$ cat config.mk
export PLATFORM = sky130hd
export DESIGN_NAME = decode_issue
export DESIGN_NICKNAME = d
export VERILOG_FILES = /design/src/rtl/cpu_pkg.sv /design/src/rtl/decode_issue_load_scoreboard.sv /design/src/rtl/decode_issue.sv
export SDC_FILE = /design/constraint.sdc
export NUM_CORES = 1
export LEC_CHECK = 0
export ABC_AREA = 1
export CORE_UTILIZATION = 49
export DETAILED_ROUTE_END_ITERATION = 10
export GPL_TIMING_DRIVEN = 0
export PLACE_DENSITY = 0.83
export SLEW_MARGIN = 25
export SYNTH_ARGS = -nofsm -noshare
export SYNTH_HDL_FRONTEND = slang
export SYNTH_HIERARCHICAL = 1
export SYNTH_SLANG_ARGS = --single-unit
$ cat constraint.sdc
create_clock -name clk -period 4.1 [get_ports clk]
set_input_delay 1.025 -clock clk [delete_from_list [all_inputs] [get_ports clk]]
set_output_delay 1.025 -clock clk [all_outputs]
set_load 0.02 [all_outputs]
$ cat src/rtl/cpu_pkg.sv
// Shared constants, field positions and slot-decode helpers for the decode/issue stage.
package cpu_pkg;

    localparam logic [31:0] NOP_INST   = {3'b111, 29'b0};
    localparam logic [63:0] NOP_BUNDLE = {NOP_INST, NOP_INST};

    localparam logic [5:0] OP_LD = 6'b010000;

    localparam int OP_MSB  = 31;
    localparam int OP_LSB  = 26;
    localparam int RD_MSB  = 25;
    localparam int RD_LSB  = 21;
    localparam int RS1_MSB = 20;
    localparam int RS1_LSB = 16;
    localparam int RS2_MSB = 15;
    localparam int RS2_LSB = 11;
    localparam int IMM_MSB = 15;
    localparam int IMM_LSB = 0;

    typedef enum logic {
        ST_RUN   = 1'b0,
        ST_SPLIT = 1'b1
    } state_t;

    typedef struct packed {
        logic        valid;
        logic [5:0]  op;
        logic [4:0]  rd;
        logic [4:0]  rs1;
        logic [4:0]  rs2;
        logic [15:0] imm;
        logic        rd_w;
        logic        rs2_r;
        logic        is_ld;
    } slot_t;

    typedef struct packed {
        logic       v0;
        logic [4:0] rd0;
        logic       v1;
        logic [4:0] rd1;
    } sb_entry_t;

    function automatic logic uses_rs2(input logic [5:0] op);
        return op[5:4] == 2'b00;
    endfunction

    function automatic logic writes_rd(input logic [5:0] op);
        return op[5:3] != 3'b011;
    endfunction

    function automatic logic is_nop(input logic [31:0] inst);
        return inst[31:29] == 3'b111;
    endfunction

    // A NOP slot decodes to all-zero so it can be issued as-is.
    function automatic slot_t decode_slot(input logic [31:0] inst);
        slot_t s;
        s = '0;
        if (!is_nop(inst)) begin
            s.valid = 1'b1;
            s.op    = inst[OP_MSB:OP_LSB];
            s.rd    = inst[RD_MSB:RD_LSB];
            s.rs1   = inst[RS1_MSB:RS1_LSB];
            s.rs2   = inst[RS2_MSB:RS2_LSB];
            s.imm   = inst[IMM_MSB:IMM_LSB];
            s.rd_w  = writes_rd(s.op);
            s.rs2_r = uses_rs2(s.op);
            s.is_ld = (s.op == OP_LD);
        end
        return s;
    endfunction

endpackage

$ cat src/rtl/decode_issue_load_scoreboard.sv
// Tracks destination registers of recently issued loads and flags sources that are not yet readable.
module load_scoreboard
    import cpu_pkg::*;
#(
    parameter int LOAD_LAT = 2
) (
    input  logic        clk,
    input  logic        rst,
    input  logic [1:0]  push_valid,
    input  logic [9:0]  push_rd,
    input  logic [19:0] query_reg,
    output logic [3:0]  pending
);

    // A load issued at edge e can feed a consumer issued at edge e+LOAD_LAT,
    // so its rd only has to stay visible for LOAD_LAT-1 cycles.
    localparam int   DEPTH  = (LOAD_LAT > 1) ? LOAD_LAT - 1 : 1;
    localparam logic ACTIVE = (LOAD_LAT > 1);

    sb_entry_t sb [DEPTH];
    logic [4:0] r;

    always_ff @(posedge clk) begin
        if (rst) begin
            for (int i = 0; i < DEPTH; i++) begin
                sb[i] <= '0;
            end
        end else begin
            sb[0] <= '{v0:  push_valid[1] && (push_rd[9:5] != 5'd0),
                       rd0: push_rd[9:5],
                       v1:  push_valid[0] && (push_rd[4:0] != 5'd0),
                       rd1: push_rd[4:0]};
            for (int i = 1; i < DEPTH; i++) begin
                sb[i] <= sb[i-1];
            end
        end
    end

    always_comb begin
        pending = '0;
        r       = '0;
        for (int q = 0; q < 4; q++) begin
            r = query_reg[q*5 +: 5];
            for (int i = 0; i < DEPTH; i++) begin
                if ((r != 5'd0) &&
                    ((sb[i].v0 && (sb[i].rd0 == r)) || (sb[i].v1 && (sb[i].rd1 == r)))) begin
                    pending[q] = 1'b1;
                end
            end
        end
        pending = pending & {4{ACTIVE}};
    end

endmodule

$ cat src/rtl/decode_issue.sv
// Decode/issue stage: hold buffer, hazard detection, RUN/SPLIT issue FSM and registered issue outputs.
//   state    | meaning
//   ST_RUN   | both HB slots unissued; issue both, stall, or issue slot0 and split
//   ST_SPLIT | slot0 already issued; issue slot1 once it is hazard-free
module decode_issue
    import cpu_pkg::*;
#(
    parameter int LOAD_LAT = 2
) (
    input  logic        clk,
    input  logic        rst,
    input  logic [31:0] pc_in,
    input  logic [63:0] inst_in,
    input  logic        branch_flag,
    output logic        interlock,
    output logic [31:0] issue_pc,
    output logic [1:0]  issue_valid,
    output logic [11:0] issue_op,
    output logic [9:0]  issue_rd,
    output logic [9:0]  issue_rs1,
    output logic [9:0]  issue_rs2,
    output logic [31:0] issue_imm
);

    logic [31:0] hb_pc;
    logic [63:0] hb_inst;
    state_t      state, state_nx;
    slot_t       s0, s1;
    logic [3:0]  pend;
    logic        lu0, lu1, id_hz;
    logic        sel0, sel1;
    logic [1:0]  push_valid;

    assign s0 = decode_slot(hb_inst[63:32]);
    assign s1 = decode_slot(hb_inst[31:0]);

    load_scoreboard #(.LOAD_LAT(LOAD_LAT)) u_sb (
        .clk        (clk),
        .rst        (rst),
        .push_valid (push_valid),
        .push_rd    ({s0.rd, s1.rd}),
        .query_reg  ({s0.rs1, s0.rs2, s1.rs1, s1.rs2}),
        .pending    (pend)
    );

    assign lu0 = s0.valid && (pend[3] || (s0.rs2_r && pend[2]));
    assign lu1 = s1.valid && (pend[1] || (s1.rs2_r && pend[0]));

    assign id_hz = s0.valid && s1.valid && s0.rd_w && (s0.rd != 5'd0) &&
                   ((s1.rs1 == s0.rd) ||
                    (s1.rs2_r && (s1.rs2 == s0.rd)) ||
                    (s1.rd_w && (s1.rd == s0.rd)));

    // A flush squashes whatever this edge would issue, so nothing enters the scoreboard.
    assign push_valid = {sel0 && s0.is_ld, sel1 && s1.is_ld} & {2{~branch_flag}};

    always_comb begin
        state_nx  = state;
        sel0      = 1'b0;
        sel1      = 1'b0;
        interlock = 1'b0;
        case (state)
            ST_RUN: begin
                if (lu0 || lu1) begin
                    interlock = 1'b1;
                end else if (id_hz) begin
                    sel0      = 1'b1;
                    interlock = 1'b1;
                    state_nx  = ST_SPLIT;
                end else begin
                    sel0 = 1'b1;
                    sel1 = 1'b1;
                end
            end
            ST_SPLIT: begin
                if (lu1) begin
                    interlock = 1'b1;
                end else begin
                    sel1     = 1'b1;
                    state_nx = ST_RUN;
                end
            end
        endcase
    end

    always_ff @(posedge clk) begin
        if (rst || branch_flag) begin
            hb_pc       <= '0;
            hb_inst     <= NOP_BUNDLE;
            state       <= ST_RUN;
            issue_pc    <= '0;
            issue_valid <= '0;
            issue_op    <= '0;
            issue_rd    <= '0;
            issue_rs1   <= '0;
            issue_rs2   <= '0;
            issue_imm   <= '0;
        end else begin
            if (!interlock) begin
                hb_pc   <= pc_in;
                hb_inst <= inst_in;
            end
            state       <= state_nx;
            issue_pc    <= hb_pc;
            issue_valid <= {sel0 && s0.valid, sel1 && s1.valid};
            issue_op    <= {sel0 ? s0.op  : 6'd0,  sel1 ? s1.op  : 6'd0};
            issue_rd    <= {sel0 ? s0.rd  : 5'd0,  sel1 ? s1.rd  : 5'd0};
            issue_rs1   <= {sel0 ? s0.rs1 : 5'd0,  sel1 ? s1.rs1 : 5'd0};
            issue_rs2   <= {sel0 ? s0.rs2 : 5'd0,  sel1 ? s1.rs2 : 5'd0};
            issue_imm   <= {sel0 ? s0.imm : 16'd0, sel1 ? s1.imm : 16'd0};
        end
    end

endmodule

==> flow_metrics.env, run 1 <==
export IMPL_multi_input_area_um2=3163
export IMPL_syn_to_final_growth_pct=37.48
export IMPL_fin_crit_sh_pct=95.73
export IMPL_clk_pin_slew_worst_paths_ps=60
export IMPL_setup_violations=0
export IMPL_cts_tree="done"
export IMPL_core_um2=16700
export IMPL_irDropWorstVdd_v=0.0002915
export IMPL_grt_overflow_total=0
export IMPL_synth_top_area_share_pct=51.64
export IMPL_syn_area_per_cell_um2=7.160
export IMPL_endpoint_kind="output port"
export IMPL_syn_area_um2=8413
export IMPL_clock_tree_buffer_depth=3
export IMPL_ys_seq_area_share_pct=51.64
export IMPL_final_cell_area_um2=11570
export IMPL_nFillCells=1349
export IMPL_drive_above_1_share_pct=8.784
export IMPL_numCtsBuffers=22
export IMPL_grt_max_degree=15
export IMPL_root_buffer="clkbuf_16"
export IMPL_wl_per_cell_um=14.62
export IMPL_ys_flop_type="dfxtp_1"
export IMPL_routed_wl_mm=24.02
export IMPL_p_total_mw=4.586
export IMPL_synth_most_common_cell="nor2_1"
export IMPL_drc=0
export IMPL_yosysWarningCount=6
export IMPL_io_pins=208
export IMPL_hold_buffers=0
export IMPL_powerDensity_nw_per_um2=396.5
export IMPL_synth_edf_count=0
export IMPL_cp_required_ps=3070
export IMPL_synth_top_cell_by_area="dfxtp_1"
export IMPL_maxCapViolations=0
export IMPL_ff_latch_area_um2=4354
export IMPL_first_iter_violations=684
export IMPL_dr_pass1_iters=5
export IMPL_portBuffers=207
export IMPL_gp_congestion=0.9235
export IMPL_start_util_pct=50.37
export IMPL_ys_seq_elements=217
export IMPL_clock_latency_ps=510
export IMPL_vias_per_cell=4.884
export IMPL_fp_dieArea_um2=17700
export IMPL_antenna_left=0
export IMPL_vias=8024
export IMPL_die_width_um=133.0
export IMPL_period_needed_ps=3925
export IMPL_max_slew_margin_pct=56.45
export IMPL_crit_type="register to output port"
export IMPL_rsz0062_at_grt="no"
export IMPL_ys_top_cells_by_count="nor2_1 (278), nand2_1 (268), dfxtp_1 (217)"
export IMPL_syn_inst=1175
export IMPL_die_y_um=133.0
export IMPL_grt_pass1_vias=7561
export IMPL_worstMarginPinSlew_ps=653.3
export IMPL_num_rows=47
export IMPL_synthDistinctLibCells=25
export IMPL_timing_fmax_mhz=254.8
export IMPL_num_antenna_cells=0
export IMPL_cts_sinks=217
export IMPL_min_path_type="register to register"
export IMPL_place_area_um2=10760
export IMPL_final_hold_viol_count=0
export IMPL_ys_top_cells_by_area="dfxtp_1 (52%), nor2_1 (12%), nand2_1 (12%)"
export IMPL_htreeDepth=1
export IMPL_fin_nets=1506
export IMPL_drv_slew=0
export IMPL_synth_fp_nets=1274
export IMPL_arrival_ps=2900
export IMPL_antenna_found_initial=0
export IMPL_synthArstFlopShare_pct=0
export IMPL_p_leak_nw=4.926
export IMPL_clock_skew_ps=16.72
export IMPL_grt_pass1_wl_mm=37.98
export IMPL_dpl_hpwl_mm=17.51
export IMPL_status="finished, final reports clean"
export IMPL_path_max_fanout=15
export IMPL_cp_start_kind="register"
export IMPL_grt_use_total_pct=27.17
flip-flops by register name, indices dropped and copies added (netlist names):
register	cells
hb_inst	64
hb_pc	32
issue_imm	32
issue_pc	32
issue_op	12
u_sb/sb	12
issue_rd	10
issue_rs1	10
issue_rs2	10
issue_valid	2
state	1
metal layers:
metal	vias to the layer above	share of wire (%)	global-route usage, %
met1	3613	41	33.96
li1	4006	-	-
met2	342	47	44.47
met3	63	8.8	6.398
met4	0	4.1	12.20
met5	-	0	0
power breakdown:
part           total, mW  switching [mW]  internal [mW]
combinational      0.408           0.213          0.195
sequential          2.20          0.0301           2.17
clock               1.98           0.811           1.17
total               4.59            1.05           3.53
cell families after synthesis:
group,synth area share [%]
flops,51.64
compound gates,3.019
simple gates,34.25
xor+xnor,0.1041
buf+inv,10.99
placed cells by master, fill, tap and decap left out, types with 3 or more instances in the layout:
cell             count
a21oi_1             32
a21oi_2              4
buf_1                9
buf_2               13
buf_4                8
buf_6                9
clkbuf_1            17
clkbuf_16           22
clkbuf_8            11
clkdlybuf4s50_1    206
clkinv_2             3
dfxtp_1            211
dfxtp_2              5
inv_1              135
inv_2               27
nand2_1            265
nand2_2             11
nand3_1            110
nand3b_1            15
nand4_1              4
nor2_1             278
nor3_1               6
o21ai_0              4
layout make-up:
cell class / count / area share (%)
flip-flops and latches: 217 / 37.65
multi-input cells: 741 / 27.35
repair buffers: 209 / 18.13
clock buffers: 34 / 6.015
inverters: 163 / 5.355
plain buffers: 53 / 2.726
well taps: 220 / 2.380
clock inverters: 6 / 0.4003
worst max-delay path, stage by stage, from the launching register on:
cell and delay, ps:
dfxtp_2 400, nand3_4 110, buf_12 140, nand2_1 90
inv_1 110, nand2_1 90, nand2_1 50, nor2_1 90
nand3_1 100, a21oi_2 160, nand2_1 110, a21oi_4 210
inv_2 60, nand2_1 70, nor2_2 60, nand2_4 130
nand2_4 110, inv_8 130, buf_4 160
timing repair:
action | CTS | global route
buffers inserted | 2 | 0
endpoints found under the setup margin | 1 | 1
gates resized for setup | 17 | 11
gates cloned | 0 | 0
pin swaps | 2 | 1
path summary, 6_finish.rpt:
path               start           to  slack [ps]  cells past startpoint
min             hb_pc[8]  issue_pc[8]         430                      2
max          hb_inst[30]    interlock         180                     18
max reg2reg  hb_inst[30]    hb_pc[18]         920                     17
min reg2reg     hb_pc[8]  issue_pc[8]         430                      2
stage by stage:
stage,hold slack [ps],std cells,setup TNS [ps],setup WS (ps),utilization (%)
4_1_cts,427.4,1644,0,6.604,69.23
3_5_place_dp,416.3,1602,-333.0,-333.0,64.43
5_1_grt,442.3,1643,0,11.74,69.25
3_3_place_gp,413.5,1602,-329.4,-329.4,64.43
2_1_floorplan,408.9,1175,0,910.6,-
6_report,427.1,1643,0,175.1,69.25
(Power assumes the default switching activity.)
==> run 2: changes to the inputs <==
--- a/config.mk
+++ b/config.mk
@@ -6,9 +6,11 @@
 export NUM_CORES = 1
 export LEC_CHECK = 0
 export ABC_AREA = 1
+export CORE_MARGIN = 1
 export CORE_UTILIZATION = 49
 export DETAILED_ROUTE_END_ITERATION = 10
 export GPL_TIMING_DRIVEN = 0
+export MAX_ROUTING_LAYER = met4
 export PLACE_DENSITY = 0.83
 export SLEW_MARGIN = 25
 export SYNTH_ARGS = -nofsm -noshare
==> run 2 against run 1 <==
  * Count of clock-buffer cells in the layout down 1
  * Final cell count about the same
  * Sequential share of layout area down 0.11 points
  * Largest cell class unchanged
  * Setup slack better by 24 ps
==> flow_metrics.env, run 2 (same netlist as run 1, synthesis figures left out) <==
export IMPL_status="finished, final reports clean"
export IMPL_endpoint_kind="output port"
export IMPL_gp_congestion=0.9461
export IMPL_maxCapViolations=0
export IMPL_arrival_ps=2880
export IMPL_crit_family="simple AND/OR/NAND/NOR gates"
export IMPL_num_rows=47
export IMPL_period_needed_ps=3901
export IMPL_vias_per_cell=4.880
export IMPL_root_buffer="clkbuf_16"
export IMPL_drc=0
export IMPL_clk_pin_slew_worst_paths_ps=60
export IMPL_critPathMaxStageDelay_ps=380
export IMPL_htreeDepth=1
export IMPL_num_antenna_cells=0
export IMPL_fin_util_pct=69.41
export IMPL_antenna_left=0
export IMPL_place_area_um2=10760
export IMPL_critPathSlowestCell="dfxtp_2"
export IMPL_final_cell_mix="nor2_1 (278), nand2_1 (267), dfxtp_1 (211)"
export IMPL_wl_per_cell_um=14.85
export IMPL_start_util_pct=50.37
export IMPL_grt_max_degree=14
export IMPL_die_y_um=133.0
export IMPL_startpoint="hb_inst[30]"
export IMPL_crit_top_cell="nand2_1"
export IMPL_hold_start="hb_pc[26]"
export IMPL_worst_path_buf_inv=7
export IMPL_crit_type="register to output port"
export IMPL_clock_latency_ps=510
export IMPL_nFillCells=1356
export IMPL_clock_tree_buffer_depth=3
export IMPL_cp_start_kind="register"
export IMPL_setup_tns_final_ps=0
export IMPL_largest_register="hb_inst"
export IMPL_path_max_fanout=15
export IMPL_final_hold_viol_count=0
export IMPL_p_leak_nw=4.944
export IMPL_grt_pass1_vias=7660
export IMPL_vias=8023
export IMPL_antenna_found_initial=0
export IMPL_dpl_hpwl_mm=17.68
export IMPL_clock_skew_ps=16.98
export IMPL_fin_nets=1507
export IMPL_timing_fmax_mhz=256.3
export IMPL_numCtsBuffers=23
export IMPL_powerDensity_nw_per_um2=408.1
export IMPL_fp_dieArea_um2=17700
export IMPL_syn_to_final_growth_pct=37.79
export IMPL_routed_wl_mm=24.41
export IMPL_dr_pass1_iters=5
export IMPL_core_um2=16700
export IMPL_final_cell_area_um2=11590
export IMPL_io_pins=208
export IMPL_drv_slew=0
export IMPL_first_iter_violations=645
export IMPL_cp_required_ps=3070
export IMPL_min_path_type="register to register"
export IMPL_cts_tree="done"
export IMPL_max_slew_margin_pct=55.78
export IMPL_largest_reg_flops=64
export IMPL_crit_chain="nand3_4 -> buf_6 -> nand2_1 -> inv_1 -> inv_1 -> nand2_1 -> nand2_1 -> nor2_1 -> nand3_1 -> a21oi_2 -> inv_1 -> a21oi_4 -> inv_2 -> nand2_1 -> nor2_4 -> nand2_4 -> nand2_4 -> clkinv_8 -> buf_4"
export IMPL_grt_use_total_pct=28.35
export IMPL_r2r_start="hb_inst[30]"
export IMPL_worstMarginPinSlew_ps=663.3
export IMPL_die_width_um=133.0
export IMPL_setup_violations=0
export IMPL_portBuffers=207
export IMPL_cts_sinks=217
export IMPL_irDropWorstVdd_v=0.0003391
export IMPL_drive_above_1_share_pct=8.497
export IMPL_grt_pass1_wl_mm=38.45
export IMPL_fin_crit_sh_pct=95.15
export IMPL_grt_overflow_total=0
export IMPL_layout_commonest_cell="nor2_1"
## run 2: changes by cell type in the layout (fill, tap and decap cells not counted), sizes merged
cell	change
bufinv	+3
nand3	+1
buf	-1
clkbuf	-1
clkinvlp	-2
inv	+1
## run 2: layout make-up
class                      instances  area, µm²  area share [%]
sequential                       217       4352           37.54
multi-input combinational        742       3173           27.37
timing repair buffer             208       2077           17.92
clock buffer                      33      653.1           5.634
inverter                         163      624.3           5.386
buffer                            53      315.3           2.720
tap                              220      275.3           2.375
clock inverter                     8      122.6           1.058
## run 2: worst reg2reg max path, delay by kind of cell, from the launching register on
kind	cells	cell delay (ps)
compound gates	3	510
flops	1	380
buf+inv	7	1370
simple gates	8	820
## run 2: worst paths after layout
check / cells after the start / to / slack (ps)
worst min-delay path: 2 / issue_pc[26] / 420
worst max register to register: 18 / hb_pc[30] / 950
worst max-delay path: 19 / interlock / 200
worst min register to register: 2 / issue_pc[26] / 420
## run 2: layer usage
metal | GRT usage (%) | part of all wire [%] | up-vias
met2 | 45.06 | 47 | 356
met4 | 11.88 | 3.5 | 0
li1 | - | - | 4011
met5 | - | 0 | -
met3 | 5.862 | 7.7 | 66
met1 | 34.93 | 42 | 3590
## run 2: timing repair
item                                    in CTS  in global routing
setup buffers                                1                  0
hold buffers                                 0                  0
pin swaps                                    2                  3
gates cloned                                 0                  1
endpoints found under the setup margin       1                  1
gates resized for setup                     17                 11
## run 2: power by group
group          internal [mW]  switching [mW]  leakage [nW]
Clock                   1.30           0.830         0.382
Sequential              2.17          0.0315          1.76
Combinational          0.192           0.212          2.80
Total                   3.66            1.07          4.94
## run 2: metrics by stage
| stage | std cells | setup WS [ps] | power, mW | hold slack (ps) |
|---|---|---|---|---|
| 2_1_floorplan | 1175 | 910.6 | 2.447 | 408.9 |
| 3_3_place_gp | 1602 | -348.5 | 2.627 | 412.3 |
| 3_5_place_dp | 1602 | -331.0 | 2.634 | 418.4 |
| 4_1_cts | 1644 | 54.66 | 4.756 | 426.1 |
| 5_1_grt | 1644 | -7.242 | 4.897 | 445.8 |
| 6_report | 1644 | 198.7 | 4.731 | 418.5 |
